--- config.mk ---
export PLATFORM = sky130hd
export DESIGN_NAME = acl_responder
export DESIGN_NICKNAME = d
export VERILOG_FILES = /design/src/rtl/acl_responder.sv
export SDC_FILE = /design/constraint.sdc
export NUM_CORES = 1
export LEC_CHECK = 0
export ABC_AREA = 1
export CAP_MARGIN = 30
export CELL_PAD_IN_SITES_DETAIL_PLACEMENT = 2
export CELL_PAD_IN_SITES_GLOBAL_PLACEMENT = 2
export CORE_AREA = 2 2 290 292
export CTS_CLUSTER_DIAMETER = 120
export CTS_CLUSTER_SIZE = 16
export DETAILED_ROUTE_END_ITERATION = 6
export DIE_AREA = 0 0 292 294
export PLACE_DENSITY_LB_ADDON = 0.1
export SKIP_CTS_REPAIR_TIMING = 1
export SLEW_MARGIN = 20
export SYNTH_ARGS = -nofsm -noshare
export SYNTH_HDL_FRONTEND = slang
export SYNTH_SLANG_ARGS = --single-unit
--- constraint.sdc ---
create_clock -name sys_clk -period 23.6 [get_ports sys_clk]
set_input_delay 2.36 -clock sys_clk [delete_from_list [all_inputs] [get_ports sys_clk]]
set_output_delay 2.36 -clock sys_clk [all_outputs]
set_load 0.01 [all_outputs]
--- src/rtl/acl_responder.sv ---
// SPI mode-0 responder emulating the accelerometer side of the ACL link:
// serves a 64 x 8 register file through the 0x0A write / 0x0B read commands.
module acl_responder #(
   parameter logic [7:0] DEVID_AD  = 8'hAD,
   parameter logic [7:0] DEVID_MST = 8'h1D,
   parameter logic [7:0] PARTID    = 8'hF2
) (
   input  logic       sys_clk,
   input  logic       sys_rst,
   input  logic       CSn,
   input  logic       SCLK,
   input  logic       MOSI,
   output logic       MISO,
   input  logic       sample_valid,
   input  logic [7:0] sample_x,
   input  logic [7:0] sample_y,
   input  logic [7:0] sample_z,
   output logic       int1,
   output logic       wr_valid,
   output logic [5:0] wr_addr,
   output logic [7:0] wr_data,
   output logic [7:0] power_ctl
);

   typedef enum logic [2:0] {IDLE, CMD, ADDR, WDATA, RDATA, DISCARD} state_t;

   logic       cs_s1, cs_s2;
   logic       sclk_s1, sclk_s2, sclk_s3;
   logic       mosi_s1, mosi_s2;
   logic       rise, fall;

   state_t     state;
   logic [2:0] bit_cnt;
   logic [6:0] rx;
   logic       byte_done;
   logic [7:0] byte_val;
   logic       wr_flag;
   logic [5:0] ptr;
   logic [7:0] tx;
   logic       tx_bit;
   logic [7:0] regs [64];
   logic       int1_set, int1_clr;

   always_ff @(posedge sys_clk or posedge sys_rst) begin
      if (sys_rst) begin
         cs_s1   <= 1'b1;
         cs_s2   <= 1'b1;
         sclk_s1 <= 1'b0;
         sclk_s2 <= 1'b0;
         sclk_s3 <= 1'b0;
         mosi_s1 <= 1'b0;
         mosi_s2 <= 1'b0;
      end else begin
         cs_s1   <= CSn;
         cs_s2   <= cs_s1;
         sclk_s1 <= SCLK;
         sclk_s2 <= sclk_s1;
         sclk_s3 <= sclk_s2;
         mosi_s1 <= MOSI;
         mosi_s2 <= mosi_s1;
      end
   end

   assign rise      = sclk_s2 & ~sclk_s3;
   assign fall      = ~sclk_s2 & sclk_s3;
   assign power_ctl = regs[6'h2D];
   assign int1_set  = sample_valid && (power_ctl[1:0] == 2'b10);
   assign int1_clr  = !cs_s2 && (state == RDATA) && byte_done && (ptr == 6'h0A);

   // A completed byte is latched on the 8th rise and acted on one cycle later,
   // which puts write commits and tx reloads 4 cycles after the pin edge.
   always_ff @(posedge sys_clk or posedge sys_rst) begin
      if (sys_rst) begin
         state     <= IDLE;
         bit_cnt   <= '0;
         rx        <= '0;
         byte_done <= 1'b0;
         byte_val  <= '0;
         wr_flag   <= 1'b0;
         ptr       <= '0;
         tx        <= '0;
         tx_bit    <= 1'b0;
         MISO      <= 1'b0;
         int1      <= 1'b0;
         wr_valid  <= 1'b0;
         wr_addr   <= '0;
         wr_data   <= '0;
         for (int unsigned i = 0; i < 64; i++) regs[i] <= '0;
         regs[0] <= DEVID_AD;
         regs[1] <= DEVID_MST;
         regs[2] <= PARTID;
      end else begin
         wr_valid  <= 1'b0;
         byte_done <= 1'b0;
         MISO      <= (state == RDATA) && tx_bit;

         if (sample_valid) begin
            regs[6'h08] <= sample_x;
            regs[6'h09] <= sample_y;
            regs[6'h0A] <= sample_z;
         end

         if (int1_set)      int1 <= 1'b1;
         else if (int1_clr) int1 <= 1'b0;

         if (cs_s2) begin
            state   <= IDLE;
            bit_cnt <= '0;
            tx_bit  <= 1'b0;
         end else begin
            if (rise && state != IDLE) begin
               rx      <= {rx[5:0], mosi_s2};
               bit_cnt <= bit_cnt + 3'd1;
               if (bit_cnt == 3'd7) begin
                  byte_done <= 1'b1;
                  byte_val  <= {rx, mosi_s2};
               end
            end

            // tx is a snapshot, so a concurrent sample load cannot tear a byte
            if (fall && state == RDATA) begin
               tx_bit <= tx[7];
               tx     <= {tx[6:0], 1'b0};
            end

            case (state)
               IDLE: begin
                  state   <= CMD;
                  bit_cnt <= '0;
               end
               CMD: if (byte_done) begin
                  case (byte_val)
                     8'h0A: begin state <= ADDR; wr_flag <= 1'b1; end
                     8'h0B: begin state <= ADDR; wr_flag <= 1'b0; end
                     default: state <= DISCARD;
                  endcase
               end
               ADDR: if (byte_done) begin
                  ptr <= byte_val[5:0];
                  if (wr_flag) begin
                     state <= WDATA;
                  end else begin
                     state <= RDATA;
                     tx    <= regs[byte_val[5:0]];
                  end
               end
               WDATA: if (byte_done) begin
                  if (ptr >= 6'h1F) begin
                     regs[ptr] <= byte_val;
                     wr_valid  <= 1'b1;
                     wr_addr   <= ptr;
                     wr_data   <= byte_val;
                  end
                  ptr <= ptr + 6'd1;
               end
               RDATA: if (byte_done) begin
                  ptr <= ptr + 6'd1;
                  tx  <= regs[ptr + 6'd1];
               end
               DISCARD: ;
               default: state <= IDLE;
            endcase
         end
      end
   end

endmodule
# Yosys cells after proc, flatten, opt, wreduce, memory -nomap -nowiden
# Index checks and enable logic that the tools add are counted.
[totals]
regBits = 574
inputBits = 30
out_inout_bits = 25
wordCells = 183
[classes]
addsub = 2
magnitude_cmp = 5
n_eq_ne = 15
mux = 43
bitwise_logic = 8
reduce_logical = 25
[op_table]
columns = ["operator", "count"]
rows = [
  ["$mux 448", 4],
  ["$bwmux 512", 1],
  ["$bmux 8 s6", 2],
  ["$mux 8", 9],
  ["$demux 8 s6", 1],
  ["$mux 24", 1],
  ["$mux 3", 8],
  ["$ge 7x7->1 const B", 3],
  ["$not 6->7", 3],
  ["$eq 8x4->1 const B", 2],
  ["$pmux 8 s2", 1],
  ["$mux 6", 2],
  ["$pmux 3 s4", 1],
  ["$pmux 6 s2", 1],
  ["$reduce_and 4->1", 3],
  ["$mux 1", 11],
  ["$eq 3x3->1 const B", 3],
  ["$logic_and 1x1->1", 8],
  ["$reduce_bool 2->1", 4],
  ["$lt 7x1->1 const B", 1],
  ["$add 6x1->6 const B", 1],
  ["$eq 3x2->1 const B", 2],
  ["$eq 6x4->1 const B", 1],
  ["$ge 6x5->1 const B", 1],
  ["other kinds (16)", 24],
]

# Depth between registers and ports, before layout
# Gate-level depths: netlist of run 1.
[logic_depth]
word_depth = 10
mapped_depth = 19

# Least setup slack after synthesis of run 1
# Ideal clock, no wire load.
[synth_timing]
path_type = "input port to flip-flop"
start = "in sample_valid"
end = "reg regs[424] in the netlist's numbering"
arrival_ns = 3.191
required_ns = 23.475
setup_slack_ns = 20.284
cell_stages = 3
cell_sequence = "clkbuf_1 -> clkbuf_1 -> mux2_2"
[synth_between]
elab_chain_len = 6
[synth_rtl]
columns = ["element", "line", "source"]
rows = [
  ["start, declared", "14", "input logic sample_valid,"],
  ["$mux 24 *", "97", "if (sample_valid) begin"],
  ["$bwmux 512", "149", "regs[ptr] <= byte_val;"],
  ["$mux 448", "148", "if (ptr >= 6'h1F) begin"],
  ["$mux 448", "147", "WDATA: if (byte_done) begin"],
  ["$mux 448", "126", "case (state)"],
  ["$mux 448 *", "106", "if (cs_s2) begin"],
  ["end signal, assigned by index", "99", "regs[6'h09] <= sample_y;"],
  ["end signal, assigned by index", "100", "regs[6'h0A] <= sample_z;"],
  ["end signal, assigned by index", "149", ""],
  ["end, declared", "41", "logic [7:0] regs [64];"],
]
# Mark *: on every way between the ends. The rest lies on a longest branch, timed or not.
# A chain may end at the register's enable or synchronous reset.

# Worst setup path after layout of run 1
[layout_timing]
start = "reg ptr[0]"
end = "reg tx[0]"
[layout_between]
elab_chain_len = 7
[layout_rtl]
columns = ["element", "line", "source"]
rows = [
  ["start, declared", "38", "logic [5:0] ptr;"],
  ["start signal, assigned", "139", "ptr <= byte_val[5:0];"],
  ["start signal, assigned", "154", "ptr <= ptr + 6'd1;"],
  ["start signal, assigned", "157", "ptr <= ptr + 6'd1;"],
  ["$add 6x1->6", "158", "tx <= regs[ptr + 6'd1];"],
  ["$not 6->7 (not written as such)", "158", ""],
  ["$bmux 8 s6", "158", ""],
  ["$mux 8 (not written as such) (2 in a row)", "158", ""],
  ["$mux 8", "156", "RDATA: if (byte_done) begin"],
  ["$pmux 8 s2", "126", ""],
  ["end signal, assigned", "123", "tx <= {tx[6:0], 1'b0};"],
  ["end signal, assigned", "144", "tx <= regs[byte_val[5:0]];"],
  ["end signal, assigned", "158", ""],
  ["end, declared", "39", "logic [7:0] tx;"],
]
# Every way passes these cells. The select of a mux whose other input is x is not followed.

==> impl_metrics.yaml, run 1 <==
final_layout:
  fin_nets: 3982
  syn2layout_area_growth_pct: 5.17
  layout-drive-gt1-share: 0.0393
  finalInstanceArea_sq_um: 32000
  fillers: 9779
detailed_routing:
  wl_per_cell_um: 24.5
  drt-initial-drc-count: 1997
  via_per_inst: 5.55
  first_pass_iters: 5
  vias: 28100
  postRouteAntennaNets: 0
  drc: 0
  postRouteWirelength_mm: 124
setup_path:
  critPathBufInv: 2
  setup.worst_path.class: "reg2reg"
  required_ns: 24.15
  startpoint_type: "flop"
  r2r_slack_ns: 18.88
  cp_common_cell: "nand2_1"
  cpLargestDelayFamily: "simple AND/OR/NAND/NOR gates"
  path_cells: "buf_4 -> ha_1 -> nor2_1 -> nor2_4 -> buf_4 -> nand3_1 -> nand2_1 -> nand2_1 -> nand2_1 -> nand2_1 -> nand3_1 -> nand3_1 -> nand2_1 -> nand2_1 -> nand2_1"
  cp-end-kind: "flop"
  worstPathMaxFanout: 68
  slowest_stage: "buf_4"
  critPathArrivalTime_ns: 5.27
  max_stage_delay_ns: 0.78
global_route:
  track_usage: 0.293
  grt_pass1_vias: 30100
  grt_pass1_wl_mm: 191
  overflow: 0
  grt_max_degree: 142
  antenna_found_initial: 4
synth:
  netlist_top_cells_count: "1521 x nand2_1, 558 x dfrtp_1, 520 x nand3_1, 418 x o21ai_0, 337 x clkbuf_1"
  synth-edff-count: 0
  avgSynthCellArea_sq_um: 7.10
  synth_seq_cells: 574
  ys_seq_area_frac: 0.473
  netlist_instances: 4285
  synth.most_common_cell: "nand2_1"
  yosysWarnings: 0
  ys_top_cells_by_area: "dfrtp_1 46%, nand2_1 19%, nand3_1 8.6%, o21ai_0 6.9%, clkbuf_1 4.2%"
  yosysUniqueCellTypes: 36
  async_reset_ff_frac: 1.00
  yosysTopAreaCellShare: 0.459
  synth_nets: 4319
  synth_top_cell_by_area: "dfrtp_1"
  synthFlopType: "dfrtp_1"
  synth_area_sq_um: 30400
die:
  die-area_sq_um: 85800
  die_y_um: 294
  rows: 106
  initial_core_util: 0.367
  coreArea_sq_um: 82900
  die_x_um: 292
  ios: 55
sta:
  min_period_ns: 4.72
  relSlewSlack: 0.252
  hold_viol_final: 0
  holdWs_ns: 0.350
  max_slew.worst_pin.slew_ns: 1.12
  slew_violations: 0
  fin_crit_sh: 0.200
  rsz0062_at_grt: "no"
  skew_ns: 0.0369
  fmax_ghz: 0.212
  setup-violations-final: 0
  tns_ns: 0
power_and_ir_drop:
  internal_power_mw: 1.35
  pwr-share-clk: 0.405
  sequentialPowerShare: 0.558
  power_switching_mw: 0.441
  switching_share: 0.246
  power.density_nw_per_um2: 56.0
  power_leakage_nw: 14.2
  vdd_drop_max_uv: 48.0
  combPwrFrac: 0.036
clocking:
  cts_root_buf: "clkbuf_16"
  cts_made_buffers: 41
  clk_path_buf_depth: 3
  clk_pin_slew_worst_paths_ns: 0.09
  htreeDepth: 2
  cts_sinks: 574
  clkLatencyLatePin_ns: 0.62
  cts_tree: "done"
flow_run:
  cap_violations: 0
placed_design:
  port_buffers: 54
  dp.final_hpwl_mm: 73.9
  place.gp.congestion: 0.821
  place_area_sq_um: 30800
run_status:
  status: "completed"
hold_path:
  hp-class: "reg2reg"
-- power by group through the flow --
stage                     clock (mW)  combinational (mW)  sequential (mW)
final                          0.726              0.0649            0.999
after CTS                      0.742              0.0659            0.999
after floorplan                    0              0.0409             1.02
after global placement             0              0.0639             1.02
after global routing           0.776              0.0747             1.00
after detailed placement           0              0.0656             1.02
-- final timing paths --
check,startpoint,end,cells past startpoint
worst min register to register,mosi_s1$_DFF_PP0_,mosi_s2$_DFF_PP0_,0
worst max register to register,ptr[0]$_DFFE_PP0P_,tx[0]$_DFFE_PP0N_,15
worst min-delay path,mosi_s1$_DFF_PP0_,mosi_s2$_DFF_PP0_,0
min in group asynchronous,sys_rst,regs[132]$_DFFE_PP0P_,2
worst max-delay path,ptr[0]$_DFFE_PP0P_,tx[0]$_DFFE_PP0N_,15
max in group asynchronous,sys_rst,regs[38]$_DFFE_PP0P_,4
-- logic make-up (layout without fill, tap and decap cells) --
logic type               Yosys count  count (layout)  share of synthesized area
AO/OA/AOI/OAI                    557             557                     0.0986
adder cells (fa/ha/maj)            4               4                    0.00165
buffers and inverters            819             508                      0.107
flip-flops                       574             574                      0.473
multiplexers                       6               6                    0.00222
other                              0               1                          0
AND/OR/NAND/NOR                 2325            2325                      0.317
-- final cells by class --
cell class	count	area (sq um)	area share
Multi-Input combinational cell	2892	12800	0.400
Clock inverter	1	8.76	0.000274
Tap cell	1080	1350	0.0423
Clock buffer	68	1170	0.0366
Inverter	333	1280	0.0399
Antenna cell	1	2.50	0.0000782
Timing Repair Buffer	106	983	0.0308
Sequential cell	574	14400	0.450
-- stage by stage --
| step | util | std cells | power, mW | worst slack, ns |
|---|---|---|---|---|
| floorplan | - | 4285 | 1.06 | 5.21 |
| global placement | 0.371 | 4984 | 1.08 | 18.21 |
| detailed placement | 0.371 | 4984 | 1.08 | 18.17 |
| CTS | 0.385 | 5053 | 1.81 | 18.81 |
| global route | 0.386 | 5054 | 1.85 | 18.61 |
| finish | 0.386 | 5055 | 1.79 | 18.88 |
-- state kept, by name (all words and copies together) (netlist names), 3 cells and up --
| register | flops |
|---|---|
| bit_cnt | 3 |
| byte_val | 8 |
| power_ctl | 8 |
| ptr | 6 |
| regs | 504 |
| rx | 7 |
| state | 3 |
| tx | 8 |
| wr_addr | 6 |
| wr_data | 8 |
-- placed cells by master, fill, tap and decap left out, drive strengths merged --
cell,synthesis,final
nand2,1524,1524
dfrtp,558,558
nand3,520,520
o21ai,419,419
inv,330,331
nor2,196,196
clkbuf,337,68
o211ai,67,67
nand4,65,65
clkdlybuf4s50,0,53
buf,149,53
a21oi,52,52
dfstp,16,16
o22ai,10,10
nor3,8,8
or2,7,7
mux2,6,6
nand3b,4,4
ha,4,4
a31oi,3,3
clkinv,3,3
a32o,2,2
diode,0,1
nor4,1,1
o41ai,1,1
o221ai,1,1
a221oi,1,1
o21bai,1,1
-- worst reg2reg max path: stages (launching register included) --
cell,delay (ns)
dfrtp_4,0.76
buf_4,0.75
ha_1,0.40
nor2_1,0.09
nor2_4,0.71
buf_4,0.78
nand3_1,0.25
nand2_1,0.13
nand2_1,0.06
nand2_1,0.15
nand2_1,0.16
nand3_1,0.14
nand3_1,0.08
nand2_1,0.08
nand2_1,0.05
nand2_1,0.07
-- routing by layer --
metal	track usage	wire, um	up-vias
met5	0	13	-
met4	0.0866	3830	2
met3	0.0350	5230	190
met2	0.478	57400	580
met1	0.408	57400	14500
li1	-	-	12800
(Power assumes the default switching activity.)
==> run 2: changes to the inputs <==
--- a/config.mk
+++ b/config.mk
@@ -9,11 +9,11 @@
 export CAP_MARGIN = 30
 export CELL_PAD_IN_SITES_DETAIL_PLACEMENT = 2
 export CELL_PAD_IN_SITES_GLOBAL_PLACEMENT = 2
-export CORE_AREA = 2 2 290 292
+export CORE_AREA = 2 2 307 309
 export CTS_CLUSTER_DIAMETER = 120
 export CTS_CLUSTER_SIZE = 16
 export DETAILED_ROUTE_END_ITERATION = 6
-export DIE_AREA = 0 0 292 294
+export DIE_AREA = 0 0 309 311
 export PLACE_DENSITY_LB_ADDON = 0.1
 export SKIP_CTS_REPAIR_TIMING = 1
 export SLEW_MARGIN = 20
==> constraint.sdc (replaced) <==
create_clock -name sys_clk -period 4.3 [get_ports sys_clk]
set_input_delay 0.43 -clock sys_clk [delete_from_list [all_inputs] [get_ports sys_clk]]
set_output_delay 0.43 -clock sys_clk [all_outputs]
set_load 0.01 [all_outputs]
==> impl_metrics.yaml, run 2 (same netlist as run 1, synthesis figures left out) <==
run_status:
  status: "completed"
global_route:
  track_usage: 0.268
  grt_max_degree: 149
  grt_pass1_wl_mm: 196
  overflow: 0
  grt_pass1_vias: 29700
  antenna_found_initial: 2
power_and_ir_drop:
  switching_share: 0.249
  power.density_nw_per_um2: 299
  internal_power_mw: 7.36
  sequentialPowerShare: 0.560
  power_switching_mw: 2.44
  vdd_drop_max_uv: 261
  power_leakage_nw: 14.5
  combPwrFrac: 0.038
  pwr-share-clk: 0.401
detailed_routing:
  first_pass_iters: 5
  drt-initial-drc-count: 1916
  postRouteAntennaNets: 0
  postRouteWirelength_mm: 127
  wl_met2_mm: 57.6
  vias: 27800
  met3_length_mm: 4.27
  via_per_inst: 5.29
  drc: 0
  top_layer: "met4"
  met1_length_mm: 62.5
  wl_per_cell_um: 24.2
setup_path:
  required_ns: 4.82
  critPathArrivalTime_ns: 3.82
  setup.worst_path.class: "reg2reg"
  cp-end-kind: "flop"
  cp_common_cell: "nand2_1"
  path_cells: "inv_8 -> ha_4 -> inv_6 -> buf_4 -> nand3_1 -> nand3_1 -> nand2_1 -> nand2_1 -> nand2_1 -> nand2_1 -> nand3_1 -> nand3_1 -> nand2_1 -> nand2_1 -> nand2_1"
  startpoint_type: "flop"
  worstPathMaxFanout: 63
  max_stage_delay_ns: 0.57
  slowest_stage: "dfrtp_4"
die:
  initial_core_util: 0.328
  ios: 55
  die_x_um: 309
  die-area_sq_um: 96100
  die_y_um: 311
  rows: 112
  coreArea_sq_um: 92800
sta:
  fmax_ghz: 0.303
  setup_slack_ns: 0.999
  relSlewSlack: 0.345
  slew_violations: 0
  hold_viol_final: 0
  setup-violations-final: 0
  max_slew.worst_pin.slew_ns: 0.982
  rsz0062_at_grt: "no"
  skew_ns: 0.0281
  holdWs_ns: 0.220
  fin_crit_sh: 0.768
  min_period_ns: 3.30
clocking:
  cts_tree: "done"
  clk_pin_slew_worst_paths_ns: 0.09
  cts_made_buffers: 41
  clk_path_buf_depth: 3
  cts_sinks: 574
  clkLatencyLatePin_ns: 0.62
  cts_root_buf: "clkbuf_16"
  htreeDepth: 2
final_layout:
  final_common_cell: "nand2_1"
  fin_nets: 4018
  top_register: "regs"
  fillers: 11000
  largest_reg_flops: 504
  syn2layout_area_growth_pct: 7.75
  regArea_sq_um: 14400
  multiInputGateArea_sq_um: 12800
  layout-drive-gt1-share: 0.0474
  final_cell_mix: "1520 x nand2_1, 554 x dfrtp_1, 520 x nand3_1"
placed_design:
  place.gp.congestion: 0.843
  pre_cts_ws_ns: 0.994
  dp.final_hpwl_mm: 80.5
  port_buffers: 54
flow_run:
  cap_violations: 0
hold_path:
  hp-class: "in2reg"
## run 2: final timing paths
check	from	end	slack [ns]	cells past startpoint
worst max register to register	ptr[0]$_DFFE_PP0P_	tx[7]$_DFFE_PP0N_	1.0	15
worst min register to register	sclk_s1$_DFF_PP0_	sclk_s2$_DFF_PP0_	0.35	0
worst max-delay path	ptr[0]$_DFFE_PP0P_	tx[7]$_DFFE_PP0N_	1.0	15
worst min-delay path	CSn	cs_s1$_DFF_PP1_	0.22	1
max in group asynchronous	sys_rst	byte_val[1]$_DFFE_PP0P_	2.91	3
min in group asynchronous	sys_rst	power_ctl[7]$_DFFE_PP0P_	0.33	2
## run 2: worst max-delay path: cells and delay by family (launching register included)
kind	cells	cell delay, ns
adders and majority gates	1	0.38
and+or+nand+nor	11	1.07
buffers and inverters	3	1.12
DFF	1	0.57
## run 2: final cells by class
type | count | area share
Antenna cell | 1 | 0.0000764
Inverter | 333 | 0.0390
Clock buffer | 65 | 0.0344
Multi-Input combinational cell | 2892 | 0.390
Tap cell | 1254 | 0.0479
Timing Repair Buffer | 142 | 0.0484
Clock inverter | 2 | 0.000535
Sequential cell | 574 | 0.439
## run 2: power by group through the flow
| stage | logic [mW] | clock network, mW | registers (mW) |
|---|---|---|---|
| 2_1_floorplan | 0.225 | 0 | 5.59 |
| 3_3_place_gp | 0.384 | 0 | 5.59 |
| 3_5_place_dp | 0.390 | 0 | 5.59 |
| 4_1_cts | 0.390 | 4.09 | 5.49 |
| 5_1_grt | 0.432 | 4.23 | 5.50 |
| 6_report | 0.376 | 3.93 | 5.49 |
## run 2: through the flow
step	setup TNS (ns)	total power, mW	cell area, sq um	cells	utilization
after detailed placement	0	5.98	31600	5194	0.341
after CTS	0	9.97	32700	5261	0.353
after floorplan	-2224.44	5.81	30400	4285	-
after global placement	0	5.98	31600	5193	0.340
final	0	9.80	32800	5263	0.353
after global routing	0	10.2	32800	5262	0.353
## run 2: per-layer routing
| metal | up-vias | GRT usage |
|---|---|---|
| met1 | 14400 | 0.391 |
| li1 | 12900 | - |
| met5 | - | 0 |
| met2 | 446 | 0.425 |
| met3 | 129 | 0.0274 |
| met4 | 0 | 0.0601 |
==> run 3: changes to the inputs <==
==> constraint.sdc (replaced) <==
create_clock -name sys_clk -period 2.8 [get_ports sys_clk]
set_input_delay 0.28 -clock sys_clk [delete_from_list [all_inputs] [get_ports sys_clk]]
set_output_delay 0.28 -clock sys_clk [all_outputs]
set_load 0.01 [all_outputs]
==> impl_metrics.yaml, run 3 (same netlist as run 1, synthesis figures left out) <==
die:
  initial_core_util: 0.328
  die-area_sq_um: 96100
  coreArea_sq_um: 92800
  die_x_um: 309
  die_y_um: 311
  rows: 112
  ios: 55
detailed_routing:
  vias: 27900
  postRouteAntennaNets: 0
  wl_per_cell_um: 23.8
  via_per_inst: 5.22
  first_pass_iters: 7
  drt-initial-drc-count: 1924
  postRouteWirelength_mm: 127
  drc: 7
run_status:
  violations: "design-rule violations"
  status: "finished, violations left"
setup_path:
  cp_common_cell: "nand2_1"
  cpLargestDelayFamily: "simple AND/OR/NAND/NOR gates"
  critPathArrivalTime_ns: 3.23
  path_cells: "ha_1 -> nand2_1 -> inv_1 -> nor2_4 -> buf_12 -> buf_12 -> nand3_1 -> nand2_1 -> nand2_1 -> nand2_1 -> nand2_1 -> nand3_1 -> nand3_1 -> nand2_1 -> nand2_1 -> nand2_1"
  required_ns: 3.37
  setup.worst_path.class: "reg2reg"
  critPathBufInv: 3
  r2r_cells: 16
  max_stage_delay_ns: 0.58
  cp-end-kind: "flop"
  worstPathMaxFanout: 11
  r2r-end: "tx[7]$_DFFE_PP0N_"
  worstSetupPathDepth: 16
  startpoint_type: "flop"
  slowest_stage: "dfrtp_4"
  r2r_slack_ns: 0.14
  r2r_start: "ptr[0]$_DFFE_PP0P_"
power_and_ir_drop:
  power.density_nw_per_um2: 446
  power_leakage_nw: 15.0
  p_total_mw: 15.0
  vdd_drop_max_uv: 356
placed_design:
  port_buffers: 54
  place.gp.congestion: 0.864
  dp.final_hpwl_mm: 84.1
  pre_cts_ws_ns: -0.0367
clocking:
  clk_path_buf_depth: 3
  clkLatencyLatePin_ns: 0.64
  clk_pin_slew_worst_paths_ns: 0.09
  htreeDepth: 2
  cts_sinks: 574
  cts_root_buf: "clkbuf_16"
  cts_made_buffers: 41
  cts_tree: "done"
sta:
  setup_slack_ns: 0.139
  relSlewSlack: 0.452
  skew_ns: 0.0390
  fin_crit_sh: 0.950
  max_slew.worst_pin.slew_ns: 0.821
  fmax_ghz: 0.376
  slew_violations: 0
  setup-violations-final: 0
  min_period_ns: 2.66
  rsz0062_at_grt: "yes"
  hold_viol_final: 0
final_layout:
  multiInputGateArea_sq_um: 12800
  final_common_cell: "nand2_1"
  fin_nets: 4109
  largest_reg_flops: 504
  top_register: "regs"
  fillers: 11000
  diodes: 0
  layout-drive-gt1-share: 0.0686
  final_cell_mix: "1520 x nand2_1, 554 x dfrtp_1, 518 x nand3_1"
  regArea_sq_um: 14400
  syn2layout_area_growth_pct: 10.7
global_route:
  grt_pass1_wl_mm: 195
  grt_pass1_vias: 30200
  grt_max_degree: 99
  overflow: 0
  antenna_found_initial: 1
  track_usage: 0.267
hold_path:
  hp-class: "in2reg"
  holdCritStartpoint: "CSn"
  holdPathStages: 1
  min_to: "cs_s1$_DFF_PP1_"
flow_run:
  cap_violations: 0
run 3: changes by cell type in the layout (fill, tap and decap cells not counted), sizes merged:
cell / change
dlygate4sd3: +1
inv: -2
diode: -1
buf: +89
clkbuf: +1
run 3: how the worst max path moves through the flow:
| stage | from | endpoint | slack, ns |
|---|---|---|---|
| after global routing | ptr[0]$_DFFE_PP0P_ | regs[110]$_DFFE_PP0P_ | -0.07 |
| after detailed placement | ptr[0]$_DFFE_PP0P_ | tx[5]$_DFFE_PP0N_ | -0.04 |
| after CTS | ptr[0]$_DFFE_PP0P_ | tx[5]$_DFFE_PP0N_ | -0.03 |
| after floorplan | sys_rst | MISO$_DFF_PP0_ | -5.29 |
| after global placement | ptr[0]$_DFFE_PP0P_ | tx[5]$_DFFE_PP0N_ | 0.01 |
| final | ptr[0]$_DFFE_PP0P_ | tx[7]$_DFFE_PP0N_ | 0.14 |
run 3: report_power, final:
part	total [mW]	internal (mW)	switching [mW]	leakage, nW
Sequential	8.42	8.37	0.0577	7.89
Combinational	0.590	0.172	0.417	6.56
Clock	6.01	2.76	3.25	0.540
run 3: worst register-to-register path, stage by stage (launching register included):
cell	delay (ns)
dfrtp_4	0.58
ha_1	0.25
nand2_1	0.15
inv_1	0.11
nor2_4	0.17
buf_12	0.14
buf_12	0.17
nand3_1	0.15
nand2_1	0.10
nand2_1	0.13
nand2_1	0.13
nand2_1	0.09
nand3_1	0.15
nand3_1	0.09
nand2_1	0.07
nand2_1	0.06
nand2_1	0.08
run 3: cell type report:
cell class / count / area share
Tap cell: 1254 / 0.0466
Multi-Input combinational cell: 2892 / 0.380
Timing Repair Buffer: 233 / 0.0739
Clock buffer: 65 / 0.0335
Sequential cell: 574 / 0.428
Inverter: 333 / 0.0380
run 3: metrics by stage:
stage	std cells	setup TNS, ns	utilization	area (sq um)	hold slack [ns]
after floorplan	4285	-2999.34	-	30400	0.284
after detailed placement	5282	-0.0846	0.350	32400	0.337
final	5351	0	0.363	33700	0.0700
after global placement	5282	0	0.350	32400	0.334
after global routing	5351	-0.573	0.363	33700	0.0562
after CTS	5347	-0.0789	0.362	33600	-0.0532
run 3: metal layers:
layer | vias to the layer above | GRT usage | part of all wire
li1 | 13000 | - | -
met1 | 14300 | 0.382 | 0.48
met2 | 401 | 0.430 | 0.46
met3 | 146 | 0.0255 | 0.031
met4 | 0 | 0.0703 | 0.025
met5 | - | 0 | 0
